===== config.mk =====
export PLATFORM = sky130hd
export DESIGN_NAME = alu_sequencer
export DESIGN_NICKNAME = d
export VERILOG_FILES = /design/src/rtl/alu_seq_pkg.sv /design/src/rtl/reg_sel_decoder.sv /design/src/rtl/alu_sequencer.sv
export SDC_FILE = /design/constraint.sdc
export NUM_CORES = 1
export LEC_CHECK = 0
export ABC_AREA = 1
export ABC_CLOCK_PERIOD_IN_PS = 3700
export BUFFER_PORTS_ARGS = -buffer_cell sky130_fd_sc_hd__buf_2
export CAP_MARGIN = 10
export CORE_UTILIZATION = 46
export CTS_BUF_LIST = sky130_fd_sc_hd__clkbuf_2
export DETAILED_ROUTE_END_ITERATION = 10
export PLACE_DENSITY = 0.85
export SYNTH_ARGS = -nofsm -noshare
export SYNTH_HDL_FRONTEND = slang
export SYNTH_SLANG_ARGS = --single-unit

===== constraint.sdc =====
create_clock -name Clock -period 3.7 [get_ports Clock]
set_input_delay 0.555 -clock Clock [delete_from_list [all_inputs] [get_ports Clock]]
set_output_delay 0.555 -clock Clock [all_outputs]
set_load 0.02 [all_outputs]

===== src/rtl/alu_seq_pkg.sv =====
// Shared types and constants for the ALU instruction sequencer.
package alu_seq_pkg;

    localparam int unsigned DEF_CTL_WIDTH = 5;

    // Register fields sit directly below the opcode, in this order.
    localparam int unsigned RA_FIELD_IDX = 1;
    localparam int unsigned RB_FIELD_IDX = 2;
    localparam int unsigned RC_FIELD_IDX = 3;

    typedef enum logic [2:0] {
        ST_IDLE = 3'd0,
        ST_T0   = 3'd1,
        ST_T1   = 3'd2,
        ST_T2   = 3'd3,
        ST_T3   = 3'd4,
        ST_T4   = 3'd5,
        ST_T5   = 3'd6,
        ST_DONE = 3'd7
    } seq_state_e;

    // Single-bit datapath strobes driven by the sequencer.
    typedef struct packed {
        logic pc_out;
        logic mar_in;
        logic inc_pc;
        logic z_in;
        logic zlo_out;
        logic pc_in;
        logic read;
        logic mdr_in;
        logic mdr_out;
        logic ir_in;
        logic y_in;
    } strobe_t;

    // LSB position of register field idx inside an instruction word.
    function automatic int unsigned field_lsb(input int unsigned dw, input int unsigned cw,
                                              input int unsigned rw, input int unsigned idx);
        return dw - cw - idx * rw;
    endfunction

endpackage


===== src/rtl/reg_sel_decoder.sv =====
// Registered decoder: register field plus enable to a one-hot register select.
module reg_sel_decoder #(
    parameter int unsigned NUM_REGS  = 16,
    parameter int unsigned SEL_WIDTH = 4
) (
    input  logic                 clk_i,
    input  logic                 rst_ni,
    input  logic [SEL_WIDTH-1:0] sel_i,
    input  logic                 en_i,
    output logic [NUM_REGS-1:0]  onehot_o
);

    logic [NUM_REGS-1:0] onehot_d;
    logic [NUM_REGS-1:0] onehot_q;

    // Decode the selected register; all zeros when disabled.
    always_comb begin
        onehot_d = '0;
        if (en_i) begin
            onehot_d = NUM_REGS'(1) << sel_i;
        end
    end

    // Select register, cleared asynchronously.
    always_ff @(posedge clk_i or negedge rst_ni) begin
        if (!rst_ni) begin
            onehot_q <= '0;
        end else begin
            onehot_q <= onehot_d;
        end
    end

    assign onehot_o = onehot_q;

endmodule


===== src/rtl/alu_sequencer.sv =====
// Fetch/execute control sequencer for a single-bus ALU datapath.
// Optional build macro ALU_SEQ_MEM_WAIT_EN: T1 holds until Mem_Ready.
// Without it T1 is always one cycle and Mem_Ready is ignored.
// All outputs are registered from the next state so they line up with the state.
module alu_sequencer
    import alu_seq_pkg::*;
#(
    parameter int unsigned DATA_WIDTH  = 32,
    parameter int unsigned NUM_REGS    = 16,
    parameter int unsigned NUM_ALU_OPS = 16,
    parameter int unsigned CTL_WIDTH   = DEF_CTL_WIDTH
) (
    input  logic                  Clock,
    input  logic                  Clear,
    input  logic                  Start,
    input  logic                  Mem_Ready,
    input  logic [DATA_WIDTH-1:0] IR,
    output logic                  PC_Out,
    output logic                  MAR_In,
    output logic                  IncPC,
    output logic                  Z_In,
    output logic                  ZLO_Out,
    output logic                  PC_In,
    output logic                  Read,
    output logic                  MDR_In,
    output logic                  MDR_Out,
    output logic                  IR_In,
    output logic                  Y_In,
    output logic [NUM_REGS-1:0]   R_Out,
    output logic [NUM_REGS-1:0]   R_In,
    output logic [CTL_WIDTH-1:0]  CONTROL,
    output logic                  Busy,
    output logic                  Done,
    output logic                  Error
);

    localparam int unsigned RW     = (NUM_REGS > 1) ? $clog2(NUM_REGS) : 1;
    localparam int unsigned OP_LSB = DATA_WIDTH - CTL_WIDTH;
    localparam int unsigned RA_LSB = field_lsb(DATA_WIDTH, CTL_WIDTH, RW, RA_FIELD_IDX);
    localparam int unsigned RB_LSB = field_lsb(DATA_WIDTH, CTL_WIDTH, RW, RB_FIELD_IDX);
    localparam int unsigned RC_LSB = field_lsb(DATA_WIDTH, CTL_WIDTH, RW, RC_FIELD_IDX);

    seq_state_e           state_d, state_q;
    logic [CTL_WIDTH-1:0] op_d, op_q;
    logic [RW-1:0]        ra_d, ra_q, rb_d, rb_q, rc_d, rc_q;
    logic                 err_d, err_q;
    strobe_t              st_d, st_q;
    logic [CTL_WIDTH-1:0] control_d, control_q;
    logic                 busy_d, busy_q;
    logic                 done_d, done_q;
    logic                 rout_en_d, rin_en_d;
    logic [RW-1:0]        rout_sel_d, rin_sel_d;
    logic                 illegal_d;
    logic                 unused_inputs;

    // Lower IR bits are not decoded; Mem_Ready is unused without the wait option.
    assign unused_inputs = ^{IR, Mem_Ready};

    // Next-state, field latch and Moore output decode of the upcoming state.
    always_comb begin
        state_d    = state_q;
        op_d       = op_q;
        ra_d       = ra_q;
        rb_d       = rb_q;
        rc_d       = rc_q;
        err_d      = err_q;
        st_d       = '0;
        control_d  = '0;
        done_d     = 1'b0;
        rout_en_d  = 1'b0;
        rout_sel_d = '0;
        rin_en_d   = 1'b0;
        rin_sel_d  = '0;

        // Fields are captured on the edge that enters T3.
        if (state_q == ST_T2) begin
            op_d = IR[OP_LSB +: CTL_WIDTH];
            ra_d = IR[RA_LSB +: RW];
            rb_d = IR[RB_LSB +: RW];
            rc_d = IR[RC_LSB +: RW];
        end
        illegal_d = (32'(op_d) >= NUM_ALU_OPS);

        case (state_q)
            ST_IDLE: begin
                if (Start) begin
                    state_d = ST_T0;
                    err_d   = 1'b0;
                end
            end
            ST_T0: state_d = ST_T1;
            ST_T1: begin
`ifdef ALU_SEQ_MEM_WAIT_EN
                if (Mem_Ready) begin
                    state_d = ST_T2;
                end
`else
                state_d = ST_T2;
`endif
            end
            ST_T2: state_d = ST_T3;
            ST_T3: begin
                if (illegal_d) begin
                    state_d = ST_IDLE;
                    err_d   = 1'b1;
                end else begin
                    state_d = ST_T4;
                end
            end
            ST_T4:   state_d = ST_T5;
            ST_T5:   state_d = ST_DONE;
            ST_DONE: state_d = ST_IDLE;
            default: state_d = ST_IDLE;
        endcase

        case (state_d)
            ST_T0: begin
                st_d.pc_out = 1'b1;
                st_d.mar_in = 1'b1;
                st_d.inc_pc = 1'b1;
                st_d.z_in   = 1'b1;
            end
            ST_T1: begin
                st_d.read   = 1'b1;
                st_d.mdr_in = 1'b1;
                // PC update only on the first T1 cycle.
                if (state_q == ST_T0) begin
                    st_d.zlo_out = 1'b1;
                    st_d.pc_in   = 1'b1;
                end
            end
            ST_T2: begin
                st_d.mdr_out = 1'b1;
                st_d.ir_in   = 1'b1;
            end
            ST_T3: begin
                if (!illegal_d) begin
                    rout_en_d  = 1'b1;
                    rout_sel_d = rb_d;
                    st_d.y_in  = 1'b1;
                end
            end
            ST_T4: begin
                rout_en_d  = 1'b1;
                rout_sel_d = rc_d;
                control_d  = op_d;
                st_d.z_in  = 1'b1;
            end
            ST_T5: begin
                st_d.zlo_out = 1'b1;
                rin_en_d     = 1'b1;
                rin_sel_d    = ra_d;
            end
            ST_DONE: done_d = 1'b1;
            default: ;
        endcase

        busy_d = (state_d != ST_IDLE);
    end

    // State, latched fields and registered outputs.
    always_ff @(posedge Clock or negedge Clear) begin
        if (!Clear) begin
            state_q   <= ST_IDLE;
            op_q      <= '0;
            ra_q      <= '0;
            rb_q      <= '0;
            rc_q      <= '0;
            err_q     <= 1'b0;
            st_q      <= '0;
            control_q <= '0;
            busy_q    <= 1'b0;
            done_q    <= 1'b0;
        end else begin
            state_q   <= state_d;
            op_q      <= op_d;
            ra_q      <= ra_d;
            rb_q      <= rb_d;
            rc_q      <= rc_d;
            err_q     <= err_d;
            st_q      <= st_d;
            control_q <= control_d;
            busy_q    <= busy_d;
            done_q    <= done_d;
        end
    end

    reg_sel_decoder #(
        .NUM_REGS  (NUM_REGS),
        .SEL_WIDTH (RW)
    ) u_rout_dec (
        .clk_i    (Clock),
        .rst_ni   (Clear),
        .sel_i    (rout_sel_d),
        .en_i     (rout_en_d),
        .onehot_o (R_Out)
    );

    reg_sel_decoder #(
        .NUM_REGS  (NUM_REGS),
        .SEL_WIDTH (RW)
    ) u_rin_dec (
        .clk_i    (Clock),
        .rst_ni   (Clear),
        .sel_i    (rin_sel_d),
        .en_i     (rin_en_d),
        .onehot_o (R_In)
    );

    assign PC_Out  = st_q.pc_out;
    assign MAR_In  = st_q.mar_in;
    assign IncPC   = st_q.inc_pc;
    assign Z_In    = st_q.z_in;
    assign ZLO_Out = st_q.zlo_out;
    assign PC_In   = st_q.pc_in;
    assign Read    = st_q.read;
    assign MDR_In  = st_q.mdr_in;
    assign MDR_Out = st_q.mdr_out;
    assign IR_In   = st_q.ir_in;
    assign Y_In    = st_q.y_in;
    assign CONTROL = control_q;
    assign Busy    = busy_q;
    assign Done    = done_q;
    assign Error   = err_q;

endmodule

==> impl_metrics.tcl <==
set metrics [dict create \
    power_switching_mw 0.866 \
    dp_cells 375 \
    maxCapViolCount 0 \
    cts_max_level 3 \
    drc 0 \
    synth_nets 279 \
    hold_buffers 0 \
    routedWlPerCell_um 11.8 \
    min_period_ns 1.88 \
    holdWs_ns 0.232 \
    vias_per_cell 4.67 \
    worst_ep_arrival_time_ns 2.30 \
    finalClockSkew_ns 0.0237 \
    port_buffers 70 \
    maxSlewHeadroom 0.303 \
    ys_ff_latch 67 \
    worstMarginPinSlew_ns 1.05 \
    clock-sinks 67 \
    grt_overflow_total 0 \
    hold_viol 0 \
    place_hpwl_um 3360 \
    p_total_mw 2.16 \
    fp.dieW_um 77.1 \
    min_path_type "input port to asynchronous set/reset pin" \
    leakagePower_nw 1.76 \
    root_buffer "clkbuf_2" \
    diodes 0 \
    start_util 0.492 \
    grt_pass1_vias 1771 \
    ys_seq_area_frac 0.647 \
    critPathLaunchType "register" \
    grt_pass1_wl_um 7750 \
    drt-initial-drc-count 59 \
    globalplace.congestion 0.773 \
    fp-row-count 26 \
    critPathKind "register to register" \
    yosysWarnings 0 \
    cts_tree "built" \
    nets 352 \
    status "finished clean" \
    area_growth_syn_to_layout_pct 18.4 \
    final_cells 391 \
    wl_um 4620 \
    pwr-share-seq 0.468 \
    fp.dieArea_sq_um 5940 \
    post_cts_buffers 0 \
    vias 1826 \
    peakVddDrop_v 0.000362 \
    cp.required_ns 4.12 \
    setup_viol 0 \
    drv_slew 0 \
    synth_cells 243 \
    clkLatencyLatePin_ns 0.49 \
    dr.pass1.iters 4 \
    fin_util 0.582 \
    internal_power_mw 1.29 \
    die_y_um 77.1 \
    grt_max_degree 52 \
    p_per_area_nw_per_um2 703 \
    cts_resized 0 \
    syn_avg_cell_area_sq_um 10.7 \
    synth_cell_types 27 \
    cts_buffers 9 \
    power_frac_comb 0.342 \
    power_frac_clock 0.190 \
    swShare 0.401 \
    cts.path.max_buffers 2 \
    grt_setup_unrepaired "false" \
    cp_max_fo 18 \
    core_sq_um 5270 \
    antenna_found_initial 0 \
    clk_pin_slew_ns 0.19 \
    final_layout_size_suffix_gt1_frac 0.414 \
    crit_path_end_kind "register" \
    setup_tns_ns 0 \
    max_freq_mhz 531 \
    synth.cell_area_sq_um 2590 \
    antenna_left 0 \
    io_pins 87 \
    track_usage 0.173 \
    fin_crit_sh 0.509 \
]
worst max-delay path, stage by stage, from the launching register on:
cell and delay [ns]:
dfrtp_1 0.64, nand3_4 0.33, inv_4 0.26, nand2_1 0.07, nand2_1 0.08, nand2_1 0.08
nand2_2 0.16, inv_2 0.10, nor2_1 0.12
layout by cell type (no fill, tap or decap):
cell type	netlist	routed
buf_4	6	1
nand4_2	1	1
nor2_1	42	42
nand3_4	1	1
or2_2	4	4
nor2_4	1	1
clkinv_1	0	1
nand2_1	38	38
o211ai_1	1	1
nand3_1	6	6
inv_1	14	14
bufinv_16	0	1
nand4_1	8	8
clkinvlp_4	0	1
a21oi_1	1	1
conb_1	1	1
nand2_4	5	5
clkbuf_2	0	9
nor3_1	3	3
inv_2	8	8
nand3_2	3	3
nor2_2	4	4
inv_8	1	1
nand2_2	16	16
inv_4	1	1
o21ai_0	6	6
clkinv_2	1	3
buf_2	0	70
dfrtp_1	67	67
o21ai_2	1	1
clkinv_4	0	2
final timing paths:
path                            start                       to  slack (ns)  cells after the start
max                        state_q[1]  u_rout_dec.onehot_o[12]        1.82                      8
min                             Clear  u_rout_dec.onehot_o[14]        0.23                      1
max reg2reg                state_q[1]  u_rout_dec.onehot_o[12]        1.82                      8
min reg2reg                   rb_q[1]                  rb_q[1]        0.49                      2
max in group asynchronous       Clear               state_q[2]        2.64                      2
min in group Clock             IR[31]                     Y_In        0.26                      2
routing by layer:
metal,up-vias,global-route usage,share of wire
li1,900,-,-
met5,-,0,0
met1,858,0.199,0.42
met2,55,0.292,0.50
met4,0,0.102,0.025
met3,13,0.0440,0.053
registers in the layout, summed over array words and instances, names as in the netlist:
register and flops:
Done 1, PC_In 1, op_q 5, CONTROL 5, Z_In 1, rc_q 4, Busy 1, u_rin_dec.onehot_o 16
ZLO_Out 1, Y_In 1, IR_In 1, IncPC 1, u_rout_dec.onehot_o 16, ra_q 4, MDR_In 1, Error 1
rb_q 4, state_q 3
synth_stat cells:
cell type,count,area (sq um)
inv_4,1,6.26
a21oi_1,1,5.00
nand4_1,8,50.1
o211ai_1,1,7.51
nand4_2,1,12.5
dfrtp_1,67,1680
buf_6,2,22.5
inv_1,14,52.6
nand2_2,16,100
or2_2,4,25.0
nand3_4,1,17.5
nand3_2,3,30.0
nor2_1,42,158
o21ai_2,1,8.76
nand2_1,38,143
conb_1,1,3.75
inv_2,8,30.0
nand3_1,6,30.0
clkinv_2,1,5.00
buf_4,6,45.0
nor2_2,4,25.0
nor3_1,3,15.0
inv_8,1,11.3
buf_8,1,15.0
o21ai_0,6,30.0
nand2_4,5,56.3
nor2_4,1,11.3
power by group through the flow:
stage	registers, mW	logic [mW]	clock network (mW)
2_1_floorplan	1.06	0.563	0
3_3_place_gp	1.02	0.721	0
3_5_place_dp	1.03	0.741	0
4_1_cts	1.01	0.744	0.418
5_1_grt	1.03	0.816	0.452
6_report	1.01	0.737	0.410
per-stage QoR:
| step | area [sq um] | setup WS, ns |
|---|---|---|
| after global placement | 2960 | 1.85 |
| after CTS | 3070 | 1.82 |
| after detailed placement | 2960 | 1.83 |
| after global routing | 3070 | 1.68 |
| final | 3070 | 1.82 |
| after floorplan | 2590 | 2.31 |
cells by family (layout without fill, tap and decap cells):
family	count (synthesis)	count (layout)	synth area share
AO/OA/AOI/OAI	9	9	0.0198
buffers and inverters	34	112	0.0724
flip-flops	67	67	0.647
AND/OR/NAND/NOR	132	132	0.260
other	1	1	0.00145
final cells by class:
type / instances / area, sq um
Inverter: 25 / 105
Clock inverter: 7 / 68.8
Sequential cell: 67 / 1680
Tap cell: 70 / 87.6
Multi-Input combinational cell: 142 / 728
Fill cell: 485 / 2200
Clock buffer: 9 / 45.0
Timing Repair Buffer: 71 / 358
No activity file was read; power rests on OpenSTA's default activity.
